**src/rtl/pc_sequencer.sv**
```systemverilog
// Bitty core instruction sequencer: owns the PC, fetches over req/ack, starts execute for non-branches, retires via the branch unit's new_pc.
// Optional single-step mode under `SINGLE_STEP_EN` (one retirement per step sampled in IDLE); all outputs registered or decoded from state.
module pc_sequencer (
    input  logic        clk,
    input  logic        reset,
    input  logic        run,
    input  logic        step,
    output logic        imem_req,
    output logic [7:0]  imem_addr,
    input  logic        imem_ack,
    input  logic [15:0] imem_data,
    output logic [15:0] instruction,
    output logic        exec_start,
    input  logic        exec_done,
    input  logic [15:0] alu_result,
    output logic [15:0] last_alu_result,
    input  logic [7:0]  new_pc,
    output logic [7:0]  pc,
    output logic        busy,
    output logic [15:0] instr_count
);

    typedef enum logic [2:0] {
        S_IDLE,
        S_FETCH,
        S_EXEC,
        S_WAIT,
        S_NEXT
    } state_t;

    state_t state;
    logic   start_ok;
    logic   continue_ok;

`ifdef SINGLE_STEP_EN
    assign start_ok    = run & step;
    assign continue_ok = 1'b0;
`else
    logic unused_step;
    assign unused_step = step;
    assign start_ok    = run;
    assign continue_ok = run;
`endif

    // The fetch address is the PC itself, so it is stable for the whole handshake.
    assign imem_addr = pc;

    always_ff @(posedge clk or posedge reset) begin
        if (reset) begin
            state           <= S_IDLE;
            pc              <= 8'h00;
            instruction     <= 16'h0000;
            last_alu_result <= 16'h0000;
            instr_count     <= 16'h0000;
            imem_req        <= 1'b0;
            exec_start      <= 1'b0;
            busy            <= 1'b0;
        end else begin
            case (state)
                S_IDLE: begin
                    if (start_ok) begin
                        state    <= S_FETCH;
                        imem_req <= 1'b1;
                        busy     <= 1'b1;
                    end
                end
                S_FETCH: begin
                    if (imem_ack) begin
                        instruction <= imem_data;
                        imem_req    <= 1'b0;
                        // Branches skip the datapath; the branch unit alone resolves the next PC.
                        if (imem_data[1:0] == 2'b10) begin
                            state <= S_NEXT;
                        end else begin
                            state      <= S_EXEC;
                            exec_start <= 1'b1;
                        end
                    end
                end
                S_EXEC: begin
                    exec_start <= 1'b0;
                    state      <= S_WAIT;
                end
                S_WAIT: begin
                    if (exec_done) begin
                        last_alu_result <= alu_result;
                        state           <= S_NEXT;
                    end
                end
                S_NEXT: begin
                    pc          <= new_pc;
                    instr_count <= instr_count + 16'd1;
                    if (continue_ok) begin
                        state    <= S_FETCH;
                        imem_req <= 1'b1;
                    end else begin
                        state <= S_IDLE;
                        busy  <= 1'b0;
                    end
                end
                default: begin
                    state      <= S_IDLE;
                    imem_req   <= 1'b0;
                    exec_start <= 1'b0;
                    busy       <= 1'b0;
                end
            endcase
        end
    end

endmodule

```
**config.mk**
```make
export PLATFORM = sky130hd
export DESIGN_NAME = pc_sequencer
export DESIGN_NICKNAME = d
export VERILOG_FILES = /design/src/rtl/pc_sequencer.sv
export SDC_FILE = /design/constraint.sdc
export NUM_CORES = 1
export LEC_CHECK = 0
export CAP_MARGIN = 20
export CELL_PAD_IN_SITES_DETAIL_PLACEMENT = 1
export CELL_PAD_IN_SITES_GLOBAL_PLACEMENT = 2
export CORE_MARGIN = 1.5
export CORE_UTILIZATION = 25
export CTS_CLUSTER_DIAMETER = 150
export DETAILED_ROUTE_END_ITERATION = 7
export HOLD_SLACK_MARGIN = 0.05
export PLACE_DENSITY_LB_ADDON = 0.05
export SKIP_LAST_GASP = 1
export SYNTH_ARGS = -nofsm -noshare
export SYNTH_HDL_FRONTEND = slang
export SYNTH_SLANG_ARGS = --single-unit
```
**constraint.sdc**
```tcl
create_clock -name clk -period 2 [get_ports clk]
set_input_delay 0.3 -clock clk [delete_from_list [all_inputs] [get_ports clk]]
set_output_delay 0.3 -clock clk [all_outputs]
set_load 0.05 [all_outputs]
```
# After elaboration in Yosys (flattened, before gate mapping)
# Cells that the tools add are included.
word_totals:
  regBits: 62
  in_bits: 46
classes:
  mux: 14
  reduce_logical: 11
  n_addsub: 1
  eq_ne: 11
  bitwise: 3
op_table:
  columns: ["operator", "n"]
  rows:
  - ["adder 16 x 1 -> 16 bit (second input constant)", 1]
  - ["case mux 3 bit (5 select lines)", 1]
  - ["two-way mux 3 bit", 4]
  - ["AND reduction 3 bit", 4]
  - ["inequality test 2 bit (second input constant)", 5]
  - ["== test 3 x 2 -> 1 bit (second input constant)", 2]
  - ["two-way mux 1 bit", 6]
  - ["case mux 1 bit (3 select lines)", 2]
  - ["OR reduction 3 bit", 2]
  - ["AND reduction 2 bit", 2]
  - ["OR reduction 2 bit", 2]
  - ["== test 3 x 1 -> 1 bit (second input constant)", 1]
  - ["== test 3 bit (second input constant)", 1]
  - ["zero test 3 bit", 1]
  - ["NOT 1 bit", 3]
  - ["== test 2 bit (second input constant)", 1]
  - ["inequality test 2 x 1 -> 1 bit (second input constant)", 1]
  - ["case mux 1 bit (2 select lines)", 1]

# Longest topological paths before layout
# Gate-level depths: netlist of the first run.
logic_depth:
  ltp_word: 4
  ltp_mapped: 6
  mapped_depth_nobuf: 4

# Worst setup path before layout of the first run
# No wires, ideal clock.
synth_timing:
  kind: "reg2reg"
  from: "reg instr_count[4]"
  to: "reg instr_count[15]"
  n_path_buf: 0
  synth_period_minus_slack_ps: 1758
  path_stages_with_launch: 5
  setup_slack_ps: 242
  arrival_time_ps: 1618
  required_time_ps: 1860
  path_cell_list: "dfrtp_1 > nand4_1 > nor3_1 > nand4_1 > xnor2_1"
synth_via:
  elab_chain_cells: 1
synth_lines:
  columns: ["item", "line", "rtl"]
  rows:
  - ["start, declared", "20", "output logic [15:0] instr_count"]
  - ["start signal, assigned", "92", "instr_count <= instr_count + 16'd1;"]
  - ["adder 16 x 1 -> 16 bit", "92", null]
# No other way between the ends.
# A chain may end at the register's enable or synchronous reset.

# Worst setup path after layout of the first run
layout_timing:
  from: "reg instr_count[2]"
  to: "out instr_count[2]"
# No word-level cell between the ends.

==> results of run 1 <==
timing repair:
item	CTS	global route
buffers inserted	0	0
gates resized for setup	0	1
endpoints found under the setup margin	0	1
final cells by class:
type,count,area (um^2)
fillers,1052,5820
flip-flops and latches,62,1550
repair buffers,118,1190
multi-input cells,106,910
well taps,133,166
clock buffers,11,151
clock inverters,5,57.6
inverters,4,15.0
metal layers:
metal	part of all wire, %	vias to the layer above
li1	-	861
met5	0	-
met1	43	939
met2	49	60
met3	6.7	11
met4	1.8	0
worst max path at each step:
stage                         from  slack (ps)         endpoint
floorplan                    reset         160             busy
global placement          imem_ack         250  instruction[12]
detailed placement        imem_ack         230  instruction[10]
CTS                 instr_count[4]          30   instr_count[4]
global route        instr_count[2]          30   instr_count[2]
finish              instr_count[2]          90   instr_count[2]
metrics by stage:
step / cells / hold WS (ps)
CTS: 439 / 265
finish: 439 / 267
floorplan: 186 / 432
global route: 439 / 290
global placement: 423 / 463
detailed placement: 423 / 466
cells by family after synthesis:
family | Yosys count | synth area share [%]
AO/OA/AOI/OAI | 8 | 1.85
XOR/XNOR | 15 | 5.11
adder cells (fa/ha/maj) | 2 | 0.876
buffers and inverters | 18 | 4.28
flip-flops | 62 | 60.3
multiplexers | 42 | 18.3
AND/OR/NAND/NOR | 39 | 9.20
cells in the mapped netlist:
master	n	share of area, %
a2111oi_0	1	0.34
a21oi_1	3	0.58
a22oi_1	1	0.29
and2_1	2	0.49
and3_1	2	0.49
buf_2	4	0.78
buf_4	10	2.9
dfrtp_1	62	60
ha_1	1	0.49
inv_1	3	0.44
inv_2	1	0.15
maj3_1	1	0.39
mux2_1	27	12
mux2_2	14	6.1
mux2i_1	1	0.39
nand2_1	10	1.5
nand2b_1	2	0.49
nand3_1	2	0.39
nand3b_1	1	0.29
nand4_1	5	1.2
nand4_2	2	0.97
nor2_1	5	0.73
nor2_4	1	0.44
nor2b_1	2	0.49
nor3_1	2	0.39
nor3_2	1	0.39
nor3b_4	1	0.73
nor4_1	1	0.24
o21ai_0	2	0.39
o22ai_1	1	0.24
xnor2_1	12	4.1
xor2_1	3	1.0
state kept, by name, summed over array words and instances (netlist names):
register and count:
busy 1, state 3, last_alu_result 16, instruction 16
instr_count 16, exec_start 1, imem_req 1, imem_addr 8
power by group:
group          switching (mW)  leakage, nW  internal, mW
clock network           0.510       0.0976         0.641
logic                    2.58        0.820          1.43
registers               0.327        0.772          1.75
==> run summary, run 1 <==
Chip Height -> 104 um
Class of the worst hold path -> in -> async
Worst path required time -> 1700 ps
Max Buffers Root-to-Sink -> 2
CP cell instances -> clkdlybuf4s50_1
P_leak -> 1.69 nW
CTS root buf -> clkbuf_8
Inserted Diodes -> 0
Final setup TNS -> 0 ps
Reg2reg setup slack -> 350 ps
Max-cap violations -> 0
Largest net degree at the start of global routing -> 34
Worst path bufs/invs -> 1
Global Route Usage Sum -> 12.1%
Final period util -> 95.7%
R2R cell count -> 4
Initial Utilization -> 26.1%
Clk slew on worst S/H paths -> 70 ps
Worst path max stage delay -> 840 ps
Setup CP Type -> reg -> out
Outcome -> finished clean
Detailed placer's ending HPWL -> 4490 um
First-pass GRT wire length -> 10300 um
PD cells -> 1790 nW/um^2
DP Worst Slack -> 227 ps
Critical path fanouts, max -> 5
Met3 GRT Util -> 4.51%
Number of I/O port buffers -> 111
Vias per inst -> 4.26
Share of cells above drive strength 1 -> 14.4%
Startpoint types -> register
Syn Inst Count -> 186
Wire per inst -> 14.1 um
Rows -> 36
Relative slew slack -> 53.6%
Fmax -> 522 MHz
Router iterations before antenna repair -> 4
Mapped Avg Cell Area -> 13.8 um^2
Total Wirelength -> 6200 um
Tmin final -> 1910 ps
Core area -> 9860 um^2
Hold Buf Count CTS -> 0
Family with the most delay on the worst path -> buffers and inverters
Finish-stage setup viols -> 0
RR Endpoint -> instr_count[15]
Crit path DAT -> 1610 ps
Clock latency on the worst-skew pair -> 340 ps
Total gr overflow -> 0
Die area -> 10900 um^2
Post-synthesis cell type count -> 32
VDD IR-drop max -> 740 uV
Most common cell after layout, fill and taps aside -> clkdlybuf4s50_1
Finished Cell Area -> 4040 um^2
Setup ws final -> 85.4 ps
GRT met1 Usage -> 14.4%
Global-route track usage on met2 -> 19.6%
Max Slew Vio Count -> 0
CTS Buf Count -> 9
Core Util, Final -> 41.0%
Critical path depth -> 1
Initial DRC count -> 38
Cell Area, Placed -> 3830 um^2
Mapped Nets -> 233
Initial antenna violation count -> 0
Yosys reg bits -> 62
CP endpoint kind -> primary output
Worst-Margin Slew -> 679 ps
Remaining routing DRC violations -> 0
Hold Vio Cnt, Final -> 0
Final #Nets -> 348
Vias in the first global route -> 1975
Reg2reg start -> state[0]
Die span in x -> 104 um
RePlAce Congestion -> 0.666
Area Growth Syn to Fin -> 57.2%
Slowest cell on crit path -> clkdlybuf4s50_1
GRT Max-Usage Layer -> met2
Clk_skew -> 8.19 ps
Htree depth -> 3
RSZ-0062 raised after global routing -> no
Syn. warnings -> 0
Most frequent cells in the layout -> 110 x clkdlybuf4s50_1, 62 x dfrtp_1, 27 x mux2_1, 14 x mux2_2, 12 x xnor2_1
Seq/Total Area, Yosys -> 60.3%
Post-route ant nets -> 0
Via count -> 1871
CTS tree -> built
Power Total -> 7.24 mW
TritonCTS Sinks -> 62
Synthesized area -> 2570 um^2
I/O pin count -> 113
Power figures use the tool's default switching activity.
==> inputs of run 2 (changes only) <==
==> constraint.sdc (replaced) <==
create_clock -name clk -period 2.07 [get_ports clk]
set_input_delay 0.3105 -clock clk [delete_from_list [all_inputs] [get_ports clk]]
set_output_delay 0.3105 -clock clk [all_outputs]
set_load 0.05 [all_outputs]
==> run 2 against run 1 <==
Effect of this change: sequential share of layout area grew 0.42 points; first-iteration DRC count shrank 45%; worst setup slack gained 51 ps; critical path depth is the same; clock-buffer cell count grew 1; core utilization shrank 0.44 points.
==> run summary, run 2 (synthesized netlist as in run 1, its figures left out) <==
Outcome -> finished clean (unchanged)
Family with the most delay on the worst path -> buffers and inverters (unchanged)
Clk_skew -> 10.5 ps (was 8.19 ps)
Fillcell total -> 1061 (was 1052)
VDD IR-drop max -> 633 uV (was 740 uV)
Largest registers -> instr_count x16, instruction x16, last_alu_result x16 (unchanged)
Final non-filler cell total -> 439 (unchanged)
Resize count post-CTS -> 0 (unchanged)
Number of I/O port buffers -> 111 (unchanged)
Via count -> 1859 (was 1871)
Crit path DAT -> 1620 ps (was 1610 ps)
RSZ-0062 raised after global routing -> no (unchanged)
Chip Height -> 104 um (unchanged)
Share of cells above drive strength 1 -> 13.7% (was 14.4%)
Seq pwr share -> 29.6% (was 28.7%)
Clock Power Share -> 13.5% (was 15.9%)
Max Buffers Root-to-Sink -> 2 (unchanged)
Htree depth -> 3 (unchanged)
Vias per inst -> 4.23 (was 4.26)
Worst-Margin Slew -> 581 ps (was 679 ps)
PD cells -> 1700 nW/um^2 (was 1790 nW/um^2)
Max-cap violations -> 0 (unchanged)
Worst path bufs/invs -> 1 (unchanged)
Rows -> 36 (unchanged)
Core area -> 9860 um^2 (unchanged)
Area Growth Syn to Fin -> 55.5% (was 57.2%)
Power Total -> 6.80 mW (was 7.24 mW)
Wire per inst -> 14.2 um (was 14.1 um)
Vias in the first global route -> 2021 (was 1975)
Inserted Diodes -> 0 (unchanged)
Setup CP Type -> reg -> out (unchanged)
Initial antenna violation count -> 0 (unchanged)
Die span in x -> 104 um (unchanged)
Startpoint types -> register (unchanged)
Most frequent cells in the layout -> 111 x clkdlybuf4s50_1, 62 x dfrtp_1, 27 x mux2_1, 14 x mux2_2, 12 x xnor2_1 (was 110 x clkdlybuf4s50_1, 62 x dfrtp_1, 27 x mux2_1, 14 x mux2_2, 12 x xnor2_1)
TritonCTS Sinks -> 62 (unchanged)
Placed cell count -> 423 (unchanged)
Internal Power -> 3.54 mW (was 3.83 mW)
CTS root buf -> clkbuf_8 (unchanged)
Final setup TNS -> 0 ps (unchanged)
Hold Vio Cnt, Final -> 0 (unchanged)
P_leak -> 1.66 nW (was 1.69 nW)
Class of the worst hold path -> in -> async (unchanged)
RePlAce Congestion -> 0.667 (was 0.666)
First-pass GRT wire length -> 10500 um (was 10300 um)
Combinational share of power -> 56.8% (was 55.4%)
Clk slew on worst S/H paths -> 70 ps (about the same)
CP cell instances -> clkdlybuf4s50_1 (unchanged)
Die area -> 10900 um^2 (unchanged)
Largest net degree at the start of global routing -> 27 (was 34)
Hold Buf Count CTS -> 0 (unchanged)
Initial Utilization -> 26.1% (unchanged)
Net Sw Power -> 3.26 mW (was 3.41 mW)
Router iterations before antenna repair -> 3 (was 4)
Worst path required time -> 1760 ps (was 1700 ps)
Initial DRC count -> 21 (was 38)
Remaining routing DRC violations -> 0 (unchanged)
Post-CTS setup buffers -> 0 (unchanged)
CTS tree -> built (unchanged)
Reg2reg setup slack -> 410 ps (was 350 ps)
Clock latency on the worst-skew pair -> 330 ps (was 340 ps)
Most common cell after layout, fill and taps aside -> clkdlybuf4s50_1 (unchanged)
Global Route Usage Sum -> 12.4% (was 12.1%)
Slowest cell on crit path -> clkdlybuf4s50_1 (unchanged)
Final #Nets -> 348 (unchanged)
I/O pin count -> 113 (unchanged)
Relative slew slack -> 60.3% (was 53.6%)
Worst path max stage delay -> 850 ps (was 840 ps)
Final period util -> 93.4%
CP endpoint kind -> primary output (unchanged)
Switch share -> 48.0% (was 47.1%)
Post-route ant nets -> 0 (unchanged)
Tmin final -> 1930 ps
Critical path fanouts, max -> 6 (was 5)
Max Slew Vio Count -> 0 (unchanged)
Total Wirelength -> 6230 um (was 6200 um)
Fmax -> 517 MHz
Total gr overflow -> 0 (unchanged)
Finish-stage setup viols -> 0 (unchanged)
CTS Buf Count -> 9 (unchanged)
Detailed placer's ending HPWL -> 4600 um (was 4490 um)
## run 2: cell count changes in the layout (fill, tap and decap cells not counted)
cell,previous run,this run
clkdlybuf4s50_1,110,111
clkinvlp_4,3,1
clkinv_2,1,3
bufinv_16,1,0
clkbuf_8,11,10
dlymetal6s2s_1,1,0
clkbuf_1,0,2
## run 2: metrics by stage
stage               utilization [%]  hold slack (ps)  area [um^2]  worst slack (ps)
detailed placement             38.8              467         3830               285
floorplan                         -              442         2570               218
global placement               38.8              463         3830               291
CTS                            40.5              290         4000              98.8
finish                         40.5              289         4000               137
global route                   40.5              310         4000              50.9
## run 2: worst paths after layout
| kind | startpoint | to | cells past startpoint |
|---|---|---|---|
| min in group clk | instr_count[15] | instr_count[15] | 1 |
| worst min-delay path | reset | last_alu_result[13] | 2 |
| worst max register to register | state[0] | instr_count[11] | 4 |
| worst min register to register | instr_count[15] | instr_count[15] | 1 |
| max in group asynchronous | reset | state[1] | 3 |
| worst max-delay path | instr_count[4] | instr_count[4] | 1 |
## run 2: power by group through the flow
stage	clock, mW	combinational, mW	sequential, mW
floorplan	0	1.09	3.57
global placement	0	3.89	2.01
detailed placement	0	3.91	2.04
CTS	0.979	3.92	2.02
global route	1.03	4.04	2.10
finish	0.920	3.87	2.01
## run 2: cell type report
class,instances,area (um^2),share of cell area [%]
multi-input combinational,106,910,22.7
inverter,4,15.0,0.375
sequential,62,1550,38.8
clock buffer,12,145,3.63
tap,133,166,4.16
timing repair buffer,118,1190,29.7
clock inverter,4,22.5,0.563
## run 2: per-layer routing
metal / share of wire [%] / vias up / wire length (um) / GRT usage (%)
met2: 48 / 60 / 3010 / 19.4
met4: 0.58 / 0 / 36 / 5.06
met3: 7.0 / 2 / 434 / 4.64
met1: 44 / 934 / 2750 / 15.3
li1: - / 863 / - / -
met5: 0 / - / 0 / 0
==> inputs of run 3 (changes only) <==
--- a/config.mk
+++ b/config.mk
@@ -14,6 +14,7 @@
 export DETAILED_ROUTE_END_ITERATION = 7
 export HOLD_SLACK_MARGIN = 0.05
 export PLACE_DENSITY_LB_ADDON = 0.05
+export SKIP_CTS_REPAIR_TIMING = 1
 export SKIP_LAST_GASP = 1
 export SYNTH_ARGS = -nofsm -noshare
 export SYNTH_HDL_FRONTEND = slang
==> results of run 3 <==
Final layout, timing and power as in run 2 (identical DEF).
==> RTL edit 1 (config.mk and constraints of run 1) <==
Encoding of `state_t`: now one-hot (5 bits for 5 states).
--- a/src/rtl/pc_sequencer.sv
+++ b/src/rtl/pc_sequencer.sv
@@ -20,12 +20,12 @@
     output logic [15:0] instr_count
 );
 
-    typedef enum logic [2:0] {
-        S_IDLE,
-        S_FETCH,
-        S_EXEC,
-        S_WAIT,
-        S_NEXT
+    typedef enum logic [4:0] {
+        S_IDLE  = 5'b00001,
+        S_FETCH = 5'b00010,
+        S_EXEC  = 5'b00100,
+        S_WAIT  = 5'b01000,
+        S_NEXT  = 5'b10000
     } state_t;
 
     state_t state;
Behaviour: same outputs for any inputs over 10 cycles, from zero or initial values and one cycle with reset high; not proved beyond that.
==> RTL edit 1 against run 1 <==
  * Sequential cell count grew 2
  * Synthesized cell count rose by 25%
  * Worst hold slack lost 0.013 ns
  * Utilization grew 0.12 points
  * Die area is 9.8% higher
  * Synthesized area is 10% higher
  * Critical path type unchanged
  * Wire length grew 11%
  * Setup slack gained 0.029 ns
  * Via count increased by 15%
  * Total power shrank 1.8%
  * Global-route usage increased by 0.24 points
  * Final area grew 11%
==> RTL edit 1: results (changes against run 1) <==
met2 usage -> 20.9% (+1.3 points)
Met2 Wirelength -> 3440 um (+14%)
wire length on met3 -> 337 um (-19%)
Post-CTS Setup Bufs -> 0 (unchanged)
Signal buf overhead -> 27.6% (-1.8 points)
Reg area -> 1600 um^2 (+3.3%)
LEAKAGE -> 1.99 nW (+18%)
Nets -> 399 (+15%)
r2r setup slk -> 0.25 ns (-0.10 ns)
M1 wire length -> 3020 um (+14%)
Post-Syn Nets -> 279 (+20%)
share of cells above drive strength 1 -> 19.9% (+5.5 points)
Placer Congestion -> 0.719 (+8.0%)
Synth area leaders -> dfrtp_1, mux2_2, nand2_1
Place WS -> 0.153 ns (-0.0741 ns)
clk tree area frac -> 7.91% (+2.7 points)
Clock Pin Slew Worst Setup and Hold Paths -> 0.06 ns
global routing met1 resource utilization -> 15.0% (+0.59 points)
Largest regs -> instr_count x16, instruction x16, last_alu_result x16
vias per cell -> 4.35 (+2.0%)
CP Launch Point -> instr_count[7]
R2R Path Start -> state[2]
non-clock inverter total of the final layout -> 8 (+4)
grt met3 use -> 3.62% (-0.90 points)
Synth cell types -> 44 (+38%)
worst-path maximum fanout -> 6 (+1)
all-layer global routing usage -> 12.3% (+0.24 points)
initial drt markers -> 37 (-2.6%)
hpwl dp -> 4960 um (+11%)
multi-input logic area -> 1090 um^2 (+20%)
global-route wire length before repair -> 11,400 um (+11%)
top post-synthesis cells by count -> dfrtp_1, nand2_1, mux2_2, nor2_1, xnor2_1
via count of the first global-routing pass -> 2,292 (+16%)
Seq cells post-synth -> 64 (+3.2%)
Avg Cell Area, Syn -> 12.2 um^2 (-12%)
vias post-DR -> 2,160 (+15%)
slew of the pin with the lowest slew margin -> 0.523 ns (-0.156 ns)
multi-input combinational gate total -> 144 (+36%)
Buffers, non-clock -> 125 (+5.9%)
WL final -> 6890 um (+11%)
Placed Cells -> 481 (+14%)
hold_ws -> 0.253 ns (-0.0131 ns)
worst vdd rail ir drop -> 0.000550 V (-26%)
CP endpoint -> instr_count[7]
root buffer cell -> clkbuf_16
Area after DPL -> 4140 um^2 (+8.0%)
Clock Skews -> 0.00488 ns (-0.00332 ns)
RR Endpoint -> instruction[2]
Seq/total area -> 35.7% (-2.7 points)
outcome -> completed
RTL edit 1: cell types whose count changed in the layout (fill, tap and decap cells not counted), moves of 3 or more:
cell,before,now
buf_4,5,12
clkbuf_8,11,2
nand3_1,2,5
clkbuf_16,0,9
o21ai_0,2,6
mux2_1,27,0
nor3b_1,0,3
inv_1,2,7
mux2_4,0,8
xor2_1,3,7
nor2_1,5,10
nand2_1,10,34
mux2_2,14,24
RTL edit 1: logic make-up (layout without fill, tap and decap cells):
logic type	after synthesis	after routing	share of synthesized area (%)
flip-flops	64	64	56.6
adder cells (fa/ha/maj)	1	1	0.442
buffers and inverters	24	149	5.21
multiplexers	32	32	13.8
XOR/XNOR	17	17	5.26
AND/OR/NAND/NOR	76	76	14.6
AO/OA/AOI/OAI	18	18	4.07
RTL edit 1: power by group:
group,leakage [nW],switching (mW),internal [mW]
registers,0.821,0.222,1.69
logic,1.00,2.10,1.25
clock network,0.172,0.564,1.28
==> RTL edit 2 (flow settings as in run 1) <==
Made on the original files. Build with the macro `SINGLE_STEP_EN` defined.
--- a/src/rtl/pc_sequencer.sv
+++ b/src/rtl/pc_sequencer.sv
@@ -1,5 +1,7 @@
 // Bitty core instruction sequencer: owns the PC, fetches over req/ack, starts execute for non-branches, retires via the branch unit's new_pc.
 // Optional single-step mode under `SINGLE_STEP_EN` (one retirement per step sampled in IDLE); all outputs registered or decoded from state.
+`define SINGLE_STEP_EN
+
 module pc_sequencer (
     input  logic        clk,
     input  logic        reset,
Behaviour: not the same (Yosys sat finds a counterexample within 4 cycles, from zero or initial values and one cycle with reset high).
==> RTL edit 2 against run 1 <==
  * Total power grew 0.63%
  * Die area rose by 0.52%
  * Largest power group unchanged
  * Sequential cell count unchanged
  * Setup slack improved by 0.00080 ns
  * Synthesized area is 0.54% higher
  * Final area is essentially flat
  * Register-to-register slack gained 0.03 ns
  * Worst hold slack improved by 0.048 ns
  * Final cell count down 0.23%
  * Wire length is 2.0% lower
  * Global-route usage decreased by 0.30 points
  * Combinational power grew 1%
  * Utilization down 0.21 points
==> RTL edit 2: results (changes against run 1) <==
CP endpoint -> instr_count[5]
hpwl dp -> 4580 um (+2.0%)
Die W -> 105 um (+0.26%)
outcome -> completed
diodes inserted -> 0 (unchanged)
hold_ws -> 0.315 ns (+0.0481 ns)
P_clk -> 1.14 mW
PortBufs -> 112 (+0.90%)
vias post-DR -> 1,875 (+0.21%)
cell area power density -> 1800 nW/um^2 (+0.70%)
H-Tree Level Count -> 3 (unchanged)
clk tree area frac -> 5.14% (-0.028 points)
Pre-Repair DR Iteration Count -> 3 (-1)
CTS sink cnt -> 62 (unchanged)
compound-gate portion of the synthesized area -> 1.84% (-0.0098 points)
WL final -> 6080 um (-2.0%)
r2r setup slk -> 0.38 ns (+0.03 ns)
R2R Path Start -> state[2]
LEAKAGE -> 1.73 nW (+2.3%)
Area after DPL -> 3830 um^2 (about the same)
fraction of area in multi-input gates -> 22.7% (+0.20 points)
RR Endpoint -> last_alu_result[10]
global-route wire length before repair -> 10,100 um (-1.5%)
Seq/total area -> 38.4% (about the same)
all-layer global routing usage -> 11.8% (-0.30 points)
Synth Area in XOR/XNOR -> 5.08% (-0.027 points)
Signal buf overhead -> 29.4% (-0.11 points)
Place WS -> 0.178 ns (-0.0488 ns)
synthesis-to-finish area growth -> 56.3%
Nets -> 348 (unchanged)
Psw -> 3.33 mW (-2.3%)
Placer Congestion -> 0.677 (+1.6%)
non-clock inverter total of the final layout -> 3 (-1)
Clock Skews -> 0.00659 ns (-0.00160 ns)
CP Launch Point -> instr_count[5]
Clock Buffer Count -> 12 (+1)
Avg Cell Area, Syn -> 13.9 um^2 (+0.54%)
mux cell area share after synthesis -> 19.7% (+1.4 points)
via count of the first global-routing pass -> 1,977 (+0.10%)
top post-synthesis cells by count -> dfrtp_1, mux2_2, xnor2_1, nand2_1, mux2_4
CP arrival -> 1.61 ns (about the same)
CTS Buf Count -> 9 (unchanged)
Comb pwr share -> 55.6% (+0.2 points)
share of cells above drive strength 1 -> 20.7% (+6.3 points)
multi-input combinational gate total -> 107 (+0.94%)
vias per cell -> 4.28 (+0.44%)
initial antenna violation count -> 0 (unchanged)
Synth area leaders -> dfrtp_1, mux2_2, mux2_4
Seq/Total Area, Yosys -> 60.0% (-0.32 points)
pin count of the biggest net entering global routing -> 25 (-26%)
fill count -> 1,066 (+1.3%)
worst vdd rail ir drop -> 0.000943 V (+27%)
Synth cell types -> 30 (-6.3%)
Hold Path Class -> input port to asynchronous set/reset pin
area share of fa/ha/maj cells after synthesis -> 0.484% (-0.39 points)
initial drt markers -> 19 (-50%)
setup slack after layout -> 0.0862 ns (+0.000803 ns)
Worst slew margin -> 64.2% (+11 points)
## RTL edit 2: changes by cell type after synthesis, sizes merged, moves of 2 or more
cell	delta
xor2	-2
xnor2	+2
nor2b	-2
nor3	-2
and2	-2
nor2	+2
nand3	+3
## RTL edit 2: logic make-up (layout without fill, tap and decap cells)
family,after synthesis,count (layout)
adder cells (fa/ha/maj),1,1
buffers and inverters,17,136
flip-flops,62,62
XOR/XNOR,15,15
multiplexers,42,42
AO/OA/AOI/OAI,8,8
AND/OR/NAND/NOR,41,41
## RTL edit 2: metal layers
layer  vias up  track usage, %  share of wire [%]
li1        859               -                  -
met4         0            4.40                1.4
met1       936            14.7                 44
met3         9            4.55                6.3
met2        71            18.5                 49
met5         -               0                  0
## RTL edit 2: timing repair
| action | in CTS | in global routing |
|---|---|---|
| buffers inserted | 0 | 0 |
| endpoints found under the setup margin | 0 | 1 |
| hold buffers | 0 | 0 |
| gates resized for setup | 0 | 1 |
